[src/rtl/uart_prog_loader.sv]
// UART (8N1) program loader: frames A5/LEN_LO/LEN_HI/data into 32-bit little-endian word writes,
// holding the CPU in reset until the image is in. Define LOADER_CHECKSUM_EN for a trailing sum byte.
module uart_prog_loader #(
    parameter int CLK_FREQ   = 27000000,
    parameter int BAUD       = 115200,
    parameter int ADDR_WIDTH = 12
) (
    input  logic                  clk,
    input  logic                  btn2,
    input  logic                  uart_rx,
    output logic                  mem_we,
    output logic [ADDR_WIDTH-1:0] mem_addr,
    output logic [31:0]           mem_wdata,
    output logic                  cpu_rst_n,
    output logic                  busy,
    output logic                  done,
    output logic                  err
);
    localparam int               CLKS_PER_BIT = CLK_FREQ / BAUD;
    localparam int               CNT_W        = $clog2(CLKS_PER_BIT + 1);
    localparam logic [CNT_W-1:0] BIT_LAST     = CNT_W'(CLKS_PER_BIT - 1);
    localparam logic [CNT_W-1:0] HALF_LAST    = CNT_W'(CLKS_PER_BIT / 2 - 1);
    localparam logic [16:0]      CAPACITY     = 17'(1 << ADDR_WIDTH);
    localparam logic [7:0]       SOF          = 8'hA5;

    typedef enum logic [1:0] {RX_IDLE, RX_START, RX_DATA, RX_STOP} rx_state_t;

    typedef enum logic [2:0] {
        L_IDLE, L_LEN_LO, L_LEN_HI, L_DATA,
`ifdef LOADER_CHECKSUM_EN
        L_CHK,
`endif
        L_DONE, L_ERR
    } ld_state_t;

    rx_state_t        rx_state;
    logic             rx_meta, rx_sync;
    logic [CNT_W-1:0] rx_cnt;
    logic [2:0]       rx_bit;
    logic [7:0]       rx_shift;
    logic             byte_valid, frame_err;

    ld_state_t        ld_state;
    logic [7:0]       len_lo;
    logic [15:0]      words_left;
    logic [1:0]       byte_idx;
    logic             ld_open;

    // Receiver: the sync flops reset high so reset release never looks like a start bit.
    always_ff @(posedge clk or negedge btn2) begin
        if (!btn2) begin
            rx_meta    <= 1'b1;
            rx_sync    <= 1'b1;
            rx_state   <= RX_IDLE;
            rx_cnt     <= '0;
            rx_bit     <= '0;
            rx_shift   <= '0;
            byte_valid <= 1'b0;
            frame_err  <= 1'b0;
        end else begin
            // NOTE: non-blocking throughout so every register sees the pre-edge values of the others.
            rx_meta    <= uart_rx;
            rx_sync    <= rx_meta;
            byte_valid <= 1'b0;
            frame_err  <= 1'b0;
            case (rx_state)
                RX_IDLE: begin
                    rx_cnt <= '0;
                    if (!rx_sync) rx_state <= RX_START;
                end
                RX_START: begin
                    if (rx_cnt == HALF_LAST) begin
                        rx_cnt   <= '0;
                        rx_bit   <= '0;
                        rx_state <= rx_sync ? RX_IDLE : RX_DATA;
                    end else begin
                        rx_cnt <= rx_cnt + 1'b1;
                    end
                end
                RX_DATA: begin
                    if (rx_cnt == BIT_LAST) begin
                        rx_cnt   <= '0;
                        rx_shift <= {rx_sync, rx_shift[7:1]};
                        rx_bit   <= rx_bit + 1'b1;
                        if (rx_bit == 3'd7) rx_state <= RX_STOP;
                    end else begin
                        rx_cnt <= rx_cnt + 1'b1;
                    end
                end
                RX_STOP: begin
                    if (rx_cnt == BIT_LAST) begin
                        rx_cnt     <= '0;
                        rx_state   <= RX_IDLE;
                        byte_valid <= rx_sync;
                        frame_err  <= !rx_sync;
                    end else begin
                        rx_cnt <= rx_cnt + 1'b1;
                    end
                end
                default: rx_state <= RX_IDLE;
            endcase
        end
    end

    // A frame is open (errors matter) everywhere except the three resting states.
    assign ld_open = !(ld_state inside {L_IDLE, L_DONE, L_ERR});

`ifdef LOADER_CHECKSUM_EN
    logic [7:0] chk_sum;

    always_ff @(posedge clk or negedge btn2) begin
        if (!btn2) begin
            chk_sum <= '0;
        end else if (byte_valid) begin
            if (!ld_open)
                chk_sum <= '0;
            else if (ld_state != L_CHK)
                chk_sum <= chk_sum + rx_shift;
        end
    end
`endif

    always_ff @(posedge clk or negedge btn2) begin
        if (!btn2) begin
            ld_state   <= L_IDLE;
            mem_we     <= 1'b0;
            mem_addr   <= '0;
            mem_wdata  <= '0;
            cpu_rst_n  <= 1'b1;
            busy       <= 1'b0;
            done       <= 1'b0;
            err        <= 1'b0;
            len_lo     <= '0;
            words_left <= '0;
            byte_idx   <= '0;
        end else begin
            mem_we <= 1'b0;
            // The address stays on the last word written once the image is complete.
            if (mem_we && words_left != '0) mem_addr <= mem_addr + 1'b1;

            if (byte_valid && rx_shift == SOF && !ld_open) begin
                ld_state  <= L_LEN_LO;
                cpu_rst_n <= 1'b0;
                busy      <= 1'b1;
                done      <= 1'b0;
                err       <= 1'b0;
                mem_addr  <= '0;
            end else if (frame_err && ld_open) begin
                ld_state  <= L_ERR;
                busy      <= 1'b0;
                err       <= 1'b1;
                cpu_rst_n <= 1'b0;
            end else if (byte_valid) begin
                case (ld_state)
                    L_LEN_LO: begin
                        len_lo   <= rx_shift;
                        ld_state <= L_LEN_HI;
                    end
                    L_LEN_HI: begin
                        words_left <= {rx_shift, len_lo};
                        byte_idx   <= '0;
                        if ({rx_shift, len_lo} == 16'd0) begin
`ifdef LOADER_CHECKSUM_EN
                            ld_state  <= L_CHK;
`else
                            ld_state  <= L_DONE;
                            busy      <= 1'b0;
                            done      <= 1'b1;
                            cpu_rst_n <= 1'b1;
`endif
                        end else if ({1'b0, rx_shift, len_lo} > CAPACITY) begin
                            ld_state <= L_ERR;
                            busy     <= 1'b0;
                            err      <= 1'b1;
                        end else begin
                            ld_state <= L_DATA;
                        end
                    end
                    L_DATA: begin
                        mem_wdata[{byte_idx, 3'b000} +: 8] <= rx_shift;
                        byte_idx <= byte_idx + 1'b1;
                        if (byte_idx == 2'd3) begin
                            mem_we     <= 1'b1;
                            words_left <= words_left - 1'b1;
                            if (words_left == 16'd1) begin
`ifdef LOADER_CHECKSUM_EN
                                ld_state  <= L_CHK;
`else
                                ld_state  <= L_DONE;
                                busy      <= 1'b0;
                                done      <= 1'b1;
                                cpu_rst_n <= 1'b1;
`endif
                            end
                        end
                    end
`ifdef LOADER_CHECKSUM_EN
                    L_CHK: begin
                        busy <= 1'b0;
                        if (rx_shift == chk_sum) begin
                            ld_state  <= L_DONE;
                            done      <= 1'b1;
                            cpu_rst_n <= 1'b1;
                        end else begin
                            ld_state <= L_ERR;
                            err      <= 1'b1;
                        end
                    end
`endif
                    default: ;
                endcase
            end
        end
    end

endmodule

[config.mk]
export PLATFORM = sky130hd
export DESIGN_NAME = uart_prog_loader
export DESIGN_NICKNAME = d
export VERILOG_FILES = /design/src/rtl/uart_prog_loader.sv
export SDC_FILE = /design/constraint.sdc
export NUM_CORES = 1
export LEC_CHECK = 0
export CAP_MARGIN = 20
export CORE_ASPECT_RATIO = 1.2
export CORE_UTILIZATION = 50
export CTS_CLUSTER_DIAMETER = 100
export DETAILED_ROUTE_END_ITERATION = 12
export GPL_TIMING_DRIVEN = 0
export PLACE_DENSITY = 0.71
export SLEW_MARGIN = 0
export SYNTH_ARGS = -nofsm -noshare
export SYNTH_HDL_FRONTEND = slang
export SYNTH_SLANG_ARGS = --single-unit
[constraint.sdc]
create_clock -name clk -period 2.85 [get_ports clk]
set_input_delay 0.855 -clock clk [delete_from_list [all_inputs] [get_ports clk]]
set_output_delay 0.855 -clock clk [all_outputs]
set_load 0.1 [all_outputs]
==> Word level (Yosys, flattened, before mapping) <==
Index checks and enable logic that the tools add are counted.
{ "word_totals": {"out_inout_bits": 49, "word_cells": 152, "ff_bits": 103, "input_bits": 3} }
{ "op_classes": {"shift": 2, "bitwise": 2, "eq_ne": 29, "order_cmp": 1, "n_addsub": 6, "mux": 59, "reduce_logical": 34} }
{ "ops": {"columns": ["cell", "count"], "rows": [
  ["$bwmux W32", 1],
  ["$pmux W16 S2", 1],
  ["$shift A8 B7 Y32 const A", 1],
  ["$shiftx A8 B7 Y32", 1],
  ["$mux W1", 30],
  ["$mux W3", 9],
  ["$mux W12", 2],
  ["$pmux W8 S3", 1],
  ["$reduce_and A4 Y1", 5],
  ["$reduce_and A5 Y1", 4],
  ["$eq A16 B1 Y1 const B", 1],
  ["$eq A8 B8 Y1 const B", 2],
  ["$gt A16 B13 Y1 const B", 1],
  ["$logic_not A16 Y1", 1],
  ["$mux W16", 1],
  ["$mux W8", 2],
  ["$reduce_bool A16 Y1", 1],
  ["$sub A16 B1 Y16 const B", 1],
  ["$reduce_bool A3 Y1", 5],
  ["$ne A2 B2 Y1 const B", 7],
  ["$add A12 B1 Y12 const B", 1],
  ["$mux W2", 6],
  ["$ne A3 B3 Y1 const B", 4],
  ["$ne A4 B4 Y1 const B", 3],
  ["28 further kinds", 42]
]} }

==> Logic depth before layout (Yosys ltp) <==
Gate-level depths: netlist (run 1).
{ "logic_depth": {"depth_word": 7, "depth_mapped": 9, "mapped_depth_nobuf": 7} }

==> Worst setup path after synthesis (run 1) <==
No wires, ideal clock.
{ "synth_path": {"path_kind": "register to register", "start": "register mem_addr[3]", "end": "register mem_addr[11]", "arrival_ps": 2133, "n_path_buf": 0, "stages_incl_launch_ff": 6, "setup_ps": 121, "period_less_slack_ps": 2255, "setup_slack_ps": 595, "t_required_ps": 2729, "path_cell_list": "dfrtp_1 -> and4_1 -> nand4_1 -> a2111oi_0 -> xnor2_1 -> nor2_1"} }
{ "synth_between": {"elab_chain_len": 3} }
{ "synth_rtl": {"columns": ["element", "line", "source"], "rows": [
  ["start, declared", "12", "output logic [ADDR_WIDTH-1:0] mem_addr,"],
  ["start signal, assigned", "139", "if (mem_we && words_left != '0) mem_addr <= mem_addr + 1'b1;"],
  ["$add A12 B1 Y12", "139", null],
  ["$mux W12", "139", null],
  ["$mux W12", "141", "if (byte_valid && rx_shift == SOF && !ld_open) begin"]
]} }
Every way passes these cells. The select of a mux whose other input is x is not followed.
A chain may end at the register's enable or synchronous reset.

==> Final worst setup path (run 1) <==
{ "layout_path": {"start": "register mem_addr[0]", "end": "output port mem_addr[0]"} }
No word-level cell between the ends.

==> results of run 1 <==
[timing repair]
action	CTS	global route
hold buffers	0	0
resized for setup	1	1
endpoints found under the setup margin	1	1
[cells by family after synthesis]
group,Yosys count,share of synthesized area
flip-flops,103,0.500
AO/OA/AOI/OAI,121,0.147
adder cells (fa/ha/maj),15,0.0364
AND/OR/NAND/NOR,208,0.200
multiplexers,21,0.0521
buffers and inverters,38,0.0332
XOR/XNOR,18,0.0305
[metal layers]
layer / vias to the layer above / routed length [um] / global-route usage
li1: 1975 / - / -
met1: 1998 / 5050 / 0.304
met2: 88 / 5660 / 0.379
met3: 17 / 415 / 0.0363
met4: 0 / 219 / 0.102
met5: - / 0 / 0
[final cells by class]
class	instances	share of cell area
Buffer	27	0.0211
Clock buffer	10	0.0388
Clock inverter	6	0.0114
Inverter	11	0.00670
Multi-Input combinational cell	383	0.391
Sequential cell	103	0.419
Tap cell	126	0.0256
Timing Repair Buffer	52	0.0871
[cell usage in the layout (no fill, tap or decap), types with 4 or more instances in the layout]
master             n
ha_1              15
mux2_2            11
a211oi_1           4
xor2_1            11
a31oi_1            7
nand3_1           10
a21oi_1           24
nor4_1             7
clkbuf_16          9
and2_1             4
nor3b_1            7
inv_1             11
buf_2              7
nor2_1            47
clkdlybuf4s50_1   48
and4_1             5
o21ai_0           51
dfrtp_1          100
nand2_1           90
o211ai_1           4
clkbuf_1          18
xnor2_1            7
o22a_1             4
and3_1             5
nand4_1            7
nor3_1             8
mux2_4             9
[flip-flops by register name, indices dropped and copies added (netlist names), named ones only]
| name | flops |
|---|---|
| mem_wdata | 32 |
| words_left | 16 |
| mem_addr | 12 |
| len_lo | 8 |
| rx_cnt | 8 |
| rx_shift | 8 |
| ld_state | 3 |
| rx_bit | 3 |
| byte_idx | 2 |
| busy | 1 |
| byte_valid | 1 |
| cpu_rst_n | 1 |
| done | 1 |
| err | 1 |
| frame_err | 1 |
| mem_we | 1 |
| rx_meta | 1 |
| rx_state | 1 |
| rx_sync | 1 |
[through the flow]
step           total power [mW]  hold slack (ps)  instances
2_1_floorplan              1.49              345        524
3_3_place_gp               1.53              346        701
3_5_place_dp               1.53              355        702
4_1_cts                    2.78              362        718
5_1_grt                    2.85              371        718
6_report                   2.75              366        718
[worst paths after layout]
kind / start / endpoint / cells after the start
worst max-delay path: mem_addr[0]$_DFFE_PN0P_ / mem_addr[0] / 1
worst min-delay path: rx_meta$_DFF_PN1_ / rx_sync$_DFF_PN1_ / 0
worst max register to register: words_left[8]$_DFFE_PN0P_ / cpu_rst_n$_DFFE_PN1P_ / 5
worst min register to register: rx_meta$_DFF_PN1_ / rx_sync$_DFF_PN1_ / 0
max in group asynchronous: btn2 / rx_sync$_DFF_PN1_ / 2
min in group asynchronous: btn2 / words_left[3]$_DFFE_PN0P_ / 1
[power breakdown]
part / total (mW) / switching [mW] / internal [mW]
Clock: 1.25 / 0.544 / 0.708
Combinational: 0.0350 / 0.0285 / 0.00647
Sequential: 1.46 / 0.00122 / 1.46
Total: 2.75 / 0.574 / 2.18
==> results.ini, run 1 <==
[cts]
clkTransAtPathRegs_ps = 70
cts_tree = done
cts-root-buf = clkbuf_16
h-tree-depth = 3
numCtsBuffers = 9
numClockSinks = 103
post-cts-setup-buffer-count = 0
cts_buffer_depth = 2
clk_latency_ps = 340

[cells_and_area]
syn_to_final_growth_pct = 19.4
diodes = 0
final_core_util = 0.616
nFillCells = 852
regArea_mm2 = 0.00258
multiInputGateArea_mm2 = 0.00241
drive_above_1_share = 0.106
design_area_mm2 = 0.00617
fin_nets = 605

[drt]
drt_wl_total_um = 11400
ant_nets = 0
dr.pass1.iters = 5
via_count = 4078
viasPerCell = 5.68
drc_errors = 0
wl_per_cell_um = 15.8
drt_iter0_drc = 279

[synth]
ys_ff_latch = 103
synthArstFlopShare = 1.00
synth_edf_count = 0
yosys_warnings = 0
synth.area.top_cells = dfrtp_1, nand2_1, o21ai_0, ha_1, nor2_1
syn-num-nets = 542
synth_top_flop_cell = dfrtp_1
synthDistinctLibCells = 65
yosysTopAreaCell = dfrtp_1
synth.top_cell.area_share = 0.485
avgSynthCellArea_um2 = 9.85
synth_commonest_cells = dfrtp_1, nand2_1, o21ai_0, nor2_1, a21oi_1
seq_area_frac_synth = 0.500
synthCells = 524
syn-cell-area_mm2 = 0.00516
synthMostInstantiatedCell = dfrtp_1

[floorplan]
die-height_um = 113
core_mm2 = 0.0100
start_util = 0.516
rows = 40
fp.dieW_um = 94.8
ios = 52
die-area_mm2 = 0.0107

[global_routing]
grt_max_degree = 71
overflow = 0
grt_pass1_wl_um = 19500
grt_pass1_vias = 4062
grt.total_usage = 0.232
antenna_found_initial = 0

[sta]
hold_viol = 0
slew-limit-headroom = 0.342
tightest_slew_ps = 984
fin_setup_tns_ps = 0
post-route-min-period_ps = 2790
setup_viol = 0
maxSlewViolCount = 0
fin_ws_ps = 63.2
clock.fmax_ghz = 0.359
min_period_over_period = 0.978
rsz0062_at_grt = false
skew_ps = 6.58

[run]
drv_cap = 0

[setup_path]
crit_path_end_kind = output port
slowest_stage = clkdlybuf4s50_1
r2r_slack_ps = 660
cp_cell_sequence = clkdlybuf4s50_1
slowest_delay_ps = 1160
path_max_fanout = 5
critPathTopFamily = buffers and inverters
path_class = flip-flop to output port
worst-path-buf-inv = 1
arrival_ps = 1930
worstPathRequired_ps = 2000
setup.worst_path.start_class = flip-flop

[placed_design]
dp_hpwl_um = 7960
placed_area_mm2 = 0.00586
port-buffer-count = 51
post-place-ws_ps = 360
routabilityCongestion = 0.825

[min_path]
holdCritPathClass = flip-flop to flip-flop

[power]
max-vdd-ir-drop_mv = 0.437
p_leak_nw = 2.70
power_density_mw_per_mm2 = 446

[run_status]
status = finished, final reports clean

(Power assumes the default switching activity.)
==> inputs of run 2 (changes only) <==
--- a/config.mk
+++ b/config.mk
@@ -11,7 +11,7 @@
 export CTS_CLUSTER_DIAMETER = 100
 export DETAILED_ROUTE_END_ITERATION = 12
 export GPL_TIMING_DRIVEN = 0
-export PLACE_DENSITY = 0.71
+export PLACE_DENSITY = 0.79
 export SLEW_MARGIN = 0
 export SYNTH_ARGS = -nofsm -noshare
 export SYNTH_HDL_FRONTEND = slang
==> run 2 against run 1 <==
Against the previous run: via count increased by 1.8%; sequential cell count unchanged; die area unchanged; first-iteration DRC count down 14%; count of clock-buffer cells in the layout up 1; hold slack worse by 2.3 ps; worst setup slack better by 11 ps; design area is 0.63% lower; wire length rose by 3.4%; fmax grew 0.39%; global-route usage increased by 0.58 points; register-to-register slack worse by 90 ps; critical path type unchanged; largest cell class unchanged; largest power group unchanged; highest routed layer unchanged.
==> results.ini, run 2 (same netlist as run 1, synthesis figures left out) <==
[drt]
via_count = 4150  ; +1.8%
drt_iter0_drc = 241  ; -14%
drt_wl_total_um = 11700  ; +3.4%
ant_nets = 0  ; unchanged
wl_per_cell_um = 16.3  ; +3.4%
viasPerCell = 5.78  ; +1.8%
drc_errors = 0  ; unchanged
dr.pass1.iters = 5  ; unchanged

[global_routing]
antenna_found_initial = 0  ; unchanged
grt.total_usage = 0.238  ; +0.00581
overflow = 0  ; unchanged
grt_pass1_wl_um = 19900  ; +1.8%
grt_max_degree = 71  ; unchanged
grt_pass1_vias = 4165  ; +2.5%

[sta]
setup_viol = 0  ; unchanged
clock.fmax_ghz = 0.360  ; +0.39%
post-route-min-period_ps = 2780  ; -11.0 ps
hold_viol = 0  ; unchanged
fin_setup_tns_ps = 0  ; unchanged
skew_ps = 6.85  ; +0.271 ps
maxSlewViolCount = 0  ; unchanged
rsz0062_at_grt = false
fin_ws_ps = 74.1  ; +11.0 ps
min_period_over_period = 0.974  ; -0.00384
slew-limit-headroom = 0.335  ; -0.00735
tightest_slew_ps = 995  ; +11.0 ps

[setup_path]
crit_path_end_kind = output port
setup.worst_path.start_class = flip-flop
slowest_stage = clkdlybuf4s50_1
arrival_ps = 1920  ; about the same
worst-path-buf-inv = 1  ; unchanged
critPathTopFamily = buffers and inverters
slowest_delay_ps = 1160  ; about the same
cp_cell_sequence = clkdlybuf4s50_1
path_class = flip-flop to output port
path_max_fanout = 5  ; unchanged
worstPathRequired_ps = 2000  ; about the same

[cells_and_area]
top_register = mem_wdata
final_common_cell = dfrtp_1
layout_common_cells = dfrtp_1, nand2_1, o21ai_0
largest_reg_flops = 32  ; unchanged
largest_registers = mem_wdata (32), words_left (16), mem_addr (12)
drive_above_1_share = 0.103  ; -0.00338
fin_nets = 605  ; unchanged
diodes = 0  ; unchanged
syn_to_final_growth_pct = 18.7

[floorplan]
die-height_um = 113  ; unchanged
ios = 52  ; unchanged
rows = 40  ; unchanged
start_util = 0.516  ; unchanged
fp.dieW_um = 94.8  ; unchanged
die-area_mm2 = 0.0107  ; unchanged
core_mm2 = 0.0100  ; unchanged

[cts]
h-tree-depth = 3  ; unchanged
cts_tree = done
cts-root-buf = clkbuf_16
clk_latency_ps = 340  ; about the same
clkTransAtPathRegs_ps = 70  ; about the same
numCtsBuffers = 9  ; unchanged
post-cts-setup-buffer-count = 0  ; unchanged
cts_buffer_depth = 2  ; unchanged
numClockSinks = 103  ; unchanged

[placed_design]
routabilityCongestion = 0.872  ; +5.7%
port-buffer-count = 51  ; unchanged
post-place-ws_ps = 352  ; -7.51 ps
dp_hpwl_um = 8110  ; +1.9%

[power]
p_comb_frac = 0.013  ; about the same
p_sw_mw = 0.566  ; -1.5%
switching_share = 0.215  ; +0.00652
intPower_mw = 2.06  ; -5.2%
pwr-share-seq = 0.557  ; +0.025
clock_power_share = 0.429  ; -0.026
p_leak_nw = 2.71  ; +0.27%
max-vdd-ir-drop_mv = 0.269  ; -39%
power_density_mw_per_mm2 = 429  ; -3.9%

[run_status]
status = finished, final reports clean

[min_path]
holdCritPathClass = flip-flop to flip-flop

[run]
drv_cap = 0  ; unchanged

run 2: path summary, 6_finish.rpt:
kind	depth (start not counted)	slack (ps)	from	to
max	1	70	mem_addr[1]$_DFFE_PN0P_	mem_addr[1]
min	0	360	rx_meta$_DFF_PN1_	rx_sync$_DFF_PN1_
max reg2reg	5	570	byte_idx[0]$_DFFE_PN0P_	mem_wdata[8]$_DFFE_PN0P_
min reg2reg	0	360	rx_meta$_DFF_PN1_	rx_sync$_DFF_PN1_
max in group asynchronous	2	1660	btn2	cpu_rst_n$_DFFE_PN1P_
min in group asynchronous	1	460	btn2	words_left[5]$_DFFE_PN0P_
run 2: layer usage:
layer / vias up / GRT usage / share of wire
met5: - / 0 / 0
met4: 0 / 0.0869 / 0.013
met3: 15 / 0.0423 / 0.051
met2: 130 / 0.407 / 0.51
met1: 2035 / 0.300 / 0.42
li1: 1970 / - / -
run 2: worst register-to-register path, delay by kind of cell, from the launching register on:
| kind | cells | cell delay (ps) |
|---|---|---|
| AND/OR/NAND/NOR | 2 | 900 |
| flip-flops | 1 | 520 |
| adder cells (fa/ha/maj) | 1 | 400 |
| AO/OA/AOI/OAI | 1 | 210 |
| buffers and inverters | 1 | 170 |
run 2: timing repair:
item                       in CTS  in global routing
resized for setup               1                  2
hold buffers                    0                  0
hold endpoints to repair        0                  0
setup endpoints to repair       1                  2
pin swaps                       0                  0
run 2: power by group through the flow:
stage	clock network (mW)	logic (mW)	registers (mW)
after global placement	0	0.0325	1.49
after floorplan	0	0.00104	1.49
after detailed placement	0	0.0378	1.49
after global routing	1.20	0.0428	1.46
after CTS	1.15	0.0379	1.46
final	1.13	0.0351	1.47
run 2: final cells by class:
cell class	count	area, um2
fillers	841	3880
plain buffers	27	130
inverters	11	41.3
clock buffers	11	233
clock inverters	5	35.0
flip-flops and latches	103	2580
well taps	126	158
multi-input cells	383	2410
repair buffers	52	539
run 2: stage by stage:
stage	hold WS (ps)	power, mW	util	instance area [um2]	std cells
2_1_floorplan	345	1.49	-	5160	524
3_3_place_gp	346	1.53	0.583	5830	701
3_5_place_dp	355	1.53	0.585	5860	702
4_1_cts	364	2.65	0.612	6120	718
5_1_grt	367	2.71	0.612	6130	718
6_report	364	2.63	0.612	6130	718
==> inputs of run 3 (changes only) <==
--- a/config.mk
+++ b/config.mk
@@ -11,7 +11,9 @@
 export CTS_CLUSTER_DIAMETER = 100
 export DETAILED_ROUTE_END_ITERATION = 12
 export GPL_TIMING_DRIVEN = 0
+export MAX_ROUTING_LAYER = met4
 export PLACE_DENSITY = 0.79
+export SETUP_SLACK_MARGIN = 0.4
 export SLEW_MARGIN = 0
 export SYNTH_ARGS = -nofsm -noshare
 export SYNTH_HDL_FRONTEND = slang
==> run 3 against run 2 <==
Against the previous run: first-iteration DRC count rose by 49%; largest power group unchanged; largest cell class unchanged; global-route usage rose by 0.74 points; highest routed layer unchanged; design area fell by 0.29%.
==> results.ini, run 3 (same netlist as run 1, synthesis figures left out) <==
[drt]
via_count = 4163  ; +0.31%
drt_iter0_drc = 360  ; +49%
dr.pass1.iters = 6  ; +1
drt_wl_total_um = 11800  ; +0.45%
viasPerCell = 5.81  ; +0.45%
wl_per_cell_um = 16.4  ; +0.59%
ant_nets = 0  ; unchanged
drc_errors = 0  ; unchanged

[power]
p_sw_mw = 0.571  ; +0.89%
p_comb_frac = 0.013  ; about the same
p_total_mw = 2.74  ; +4.2%
clock_power_share = 0.453  ; +0.024
pwr-share-seq = 0.534  ; -0.023
p_leak_nw = 2.82  ; +4.0%
switching_share = 0.208  ; -0.00693
max-vdd-ir-drop_mv = 0.286  ; +6.4%
power_density_mw_per_mm2 = 449  ; +4.5%
intPower_mw = 2.17  ; +5.2%

[setup_path]
worstPathRequired_ps = 2000  ; about the same
cp.depth = 1  ; unchanged
cp_cell_sequence = dlygate4sd2_1
critPathTopFamily = buffers and inverters
path_class = flip-flop to output port
path_max_fanout = 2  ; -3
arrival_ps = 1570  ; -350 ps
crit_path_end_kind = output port
setup.worst_path.start_class = flip-flop
slowest_delay_ps = 870  ; -290 ps
slowest_stage = dlygate4sd2_1
r2r_slack_ps = 570  ; about the same
worst-path-buf-inv = 1  ; unchanged
r2r_cells = 6  ; +1

[floorplan]
die-height_um = 113  ; unchanged
start_util = 0.516  ; unchanged
ios = 52  ; unchanged
core_mm2 = 0.0100  ; unchanged
fp.dieW_um = 94.8  ; unchanged
die-area_mm2 = 0.0107  ; unchanged
rows = 40  ; unchanged

[run]
drv_cap = 0  ; unchanged

[cells_and_area]
syn_to_final_growth_pct = 18.3
final_core_util = 0.610  ; -0.00175
largest_reg_flops = 32  ; unchanged
fin_nets = 605  ; unchanged
drive_above_1_share = 0.129  ; +0.0256
top_register = mem_wdata
largest_registers = mem_wdata (32), words_left (16), mem_addr (12)
final_common_cell = dfrtp_1
layout_common_cells = dfrtp_1, nand2_1, o21ai_0
design_area_mm2 = 0.00611  ; -0.29%
diodes = 0  ; unchanged

[sta]
hold_viol = 0  ; unchanged
setup_viol = 0  ; unchanged
skew_ps = 7.24  ; +0.383 ps
slew-limit-headroom = 0.356  ; +0.0215
rsz0062_at_grt = false
post-route-min-period_ps = 2430  ; -348 ps
min_period_over_period = 0.852  ; -0.122
maxSlewViolCount = 0  ; unchanged
clock.fmax_ghz = 0.412  ; +14%
tightest_slew_ps = 969  ; -25.3 ps

[run_status]
status = finished, final reports clean

[global_routing]
grt.total_usage = 0.246  ; +0.00739
grt_max_degree = 76  ; +7.0%
grt_pass1_wl_um = 19900  ; +0.48%
overflow = 0  ; unchanged
antenna_found_initial = 0  ; unchanged
grt_pass1_vias = 4039  ; -3.0%

[cts]
clkTransAtPathRegs_ps = 70  ; about the same
cts-root-buf = clkbuf_16
cts_buffer_depth = 2  ; unchanged
clk_latency_ps = 350  ; about the same
cts_tree = done
h-tree-depth = 3  ; unchanged
numCtsBuffers = 9  ; unchanged
numClockSinks = 103  ; unchanged
post-cts-setup-buffer-count = 0  ; unchanged

[min_path]
holdCritPathClass = flip-flop to flip-flop
whs_path_depth = 0  ; unchanged

[placed_design]
placed_area_mm2 = 0.00586  ; unchanged
dp_hpwl_um = 8040  ; -0.91%
routabilityCongestion = 0.888  ; +1.9%
port-buffer-count = 51  ; unchanged

-- run 3: cell count changes in the layout (fill, tap and decap cells not counted), sizes merged, moves of 2 or more --
cell and change:
clkinv -2, clkdlybuf4s50 -46, clkbuf +4, clkdlybuf4s15 +20
dlygate4sd2 +23, dlymetal6s2s -2
-- run 3: power groups by stage --
stage          combinational (mW)  sequential [mW]  clock (mW)
4_1_cts                    0.0375             1.46        1.25
6_report                   0.0349             1.46        1.24
3_5_place_dp               0.0375             1.49           0
5_1_grt                    0.0419             1.46        1.32
2_1_floorplan             0.00104             1.49           0
3_3_place_gp               0.0325             1.49           0
-- run 3: worst paths after layout --
check	startpoint	to
setup / recovery	mem_wdata[9]$_DFFE_PN0P_	mem_wdata[9]
hold / removal	rx_meta$_DFF_PN1_	rx_sync$_DFF_PN1_
setup reg to reg	rx_shift[2]$_DFFE_PN0P_	ld_state[2]$_DFFE_PN0P_
hold reg to reg	rx_meta$_DFF_PN1_	rx_sync$_DFF_PN1_
max in group asynchronous	btn2	rx_sync$_DFF_PN1_
min in group asynchronous	btn2	words_left[2]$_DFFE_PN0P_
-- run 3: routing by layer --
| layer | routed length, um | up-vias | part of all wire | GRT usage |
|---|---|---|---|---|
| met3 | 698 | 26 | 0.059 | 0.0410 |
| met4 | 201 | 0 | 0.017 | 0.0899 |
| met2 | 5840 | 163 | 0.50 | 0.399 |
| li1 | - | 1970 | - | - |
| met5 | 0 | - | 0 | - |
| met1 | 5050 | 2004 | 0.43 | 0.307 |
-- run 3: final cells by class --
cell class	instances	area, um2
Clock buffer	10	239
Clock inverter	5	58.8
Fill cell	886	3900
Buffer	27	130
Sequential cell	103	2580
Inverter	11	41.3
Tap cell	126	158
Multi-Input combinational cell	383	2410
Timing Repair Buffer	52	492
-- run 3: per-stage QoR --
stage / hold WS (ps) / worst slack [ps] / setup TNS [ps] / std cells
floorplan: 345 / 595 / 0 / 524
global placement: 346 / -2880 / -292160 / 701
detailed placement: 349 / 350 / 0 / 702
CTS: 359 / 252 / 0 / 717
global route: 362 / 401 / 0 / 717
finish: 360 / 422 / 0 / 717
-- run 3: worst reg2reg max path, stage by stage, from the launching register on --
cell and delay, ps:
dfrtp_1 350, clkbuf_1 460, nor4_1 180, a41oi_1 530
a21boi_0 350, a211oi_2 80, a211o_1 230
-- run 3: repair_timing --
action	in CTS	in global routing
resized for setup	71	17
endpoints found under the setup margin	49	16
hold buffers	0	0
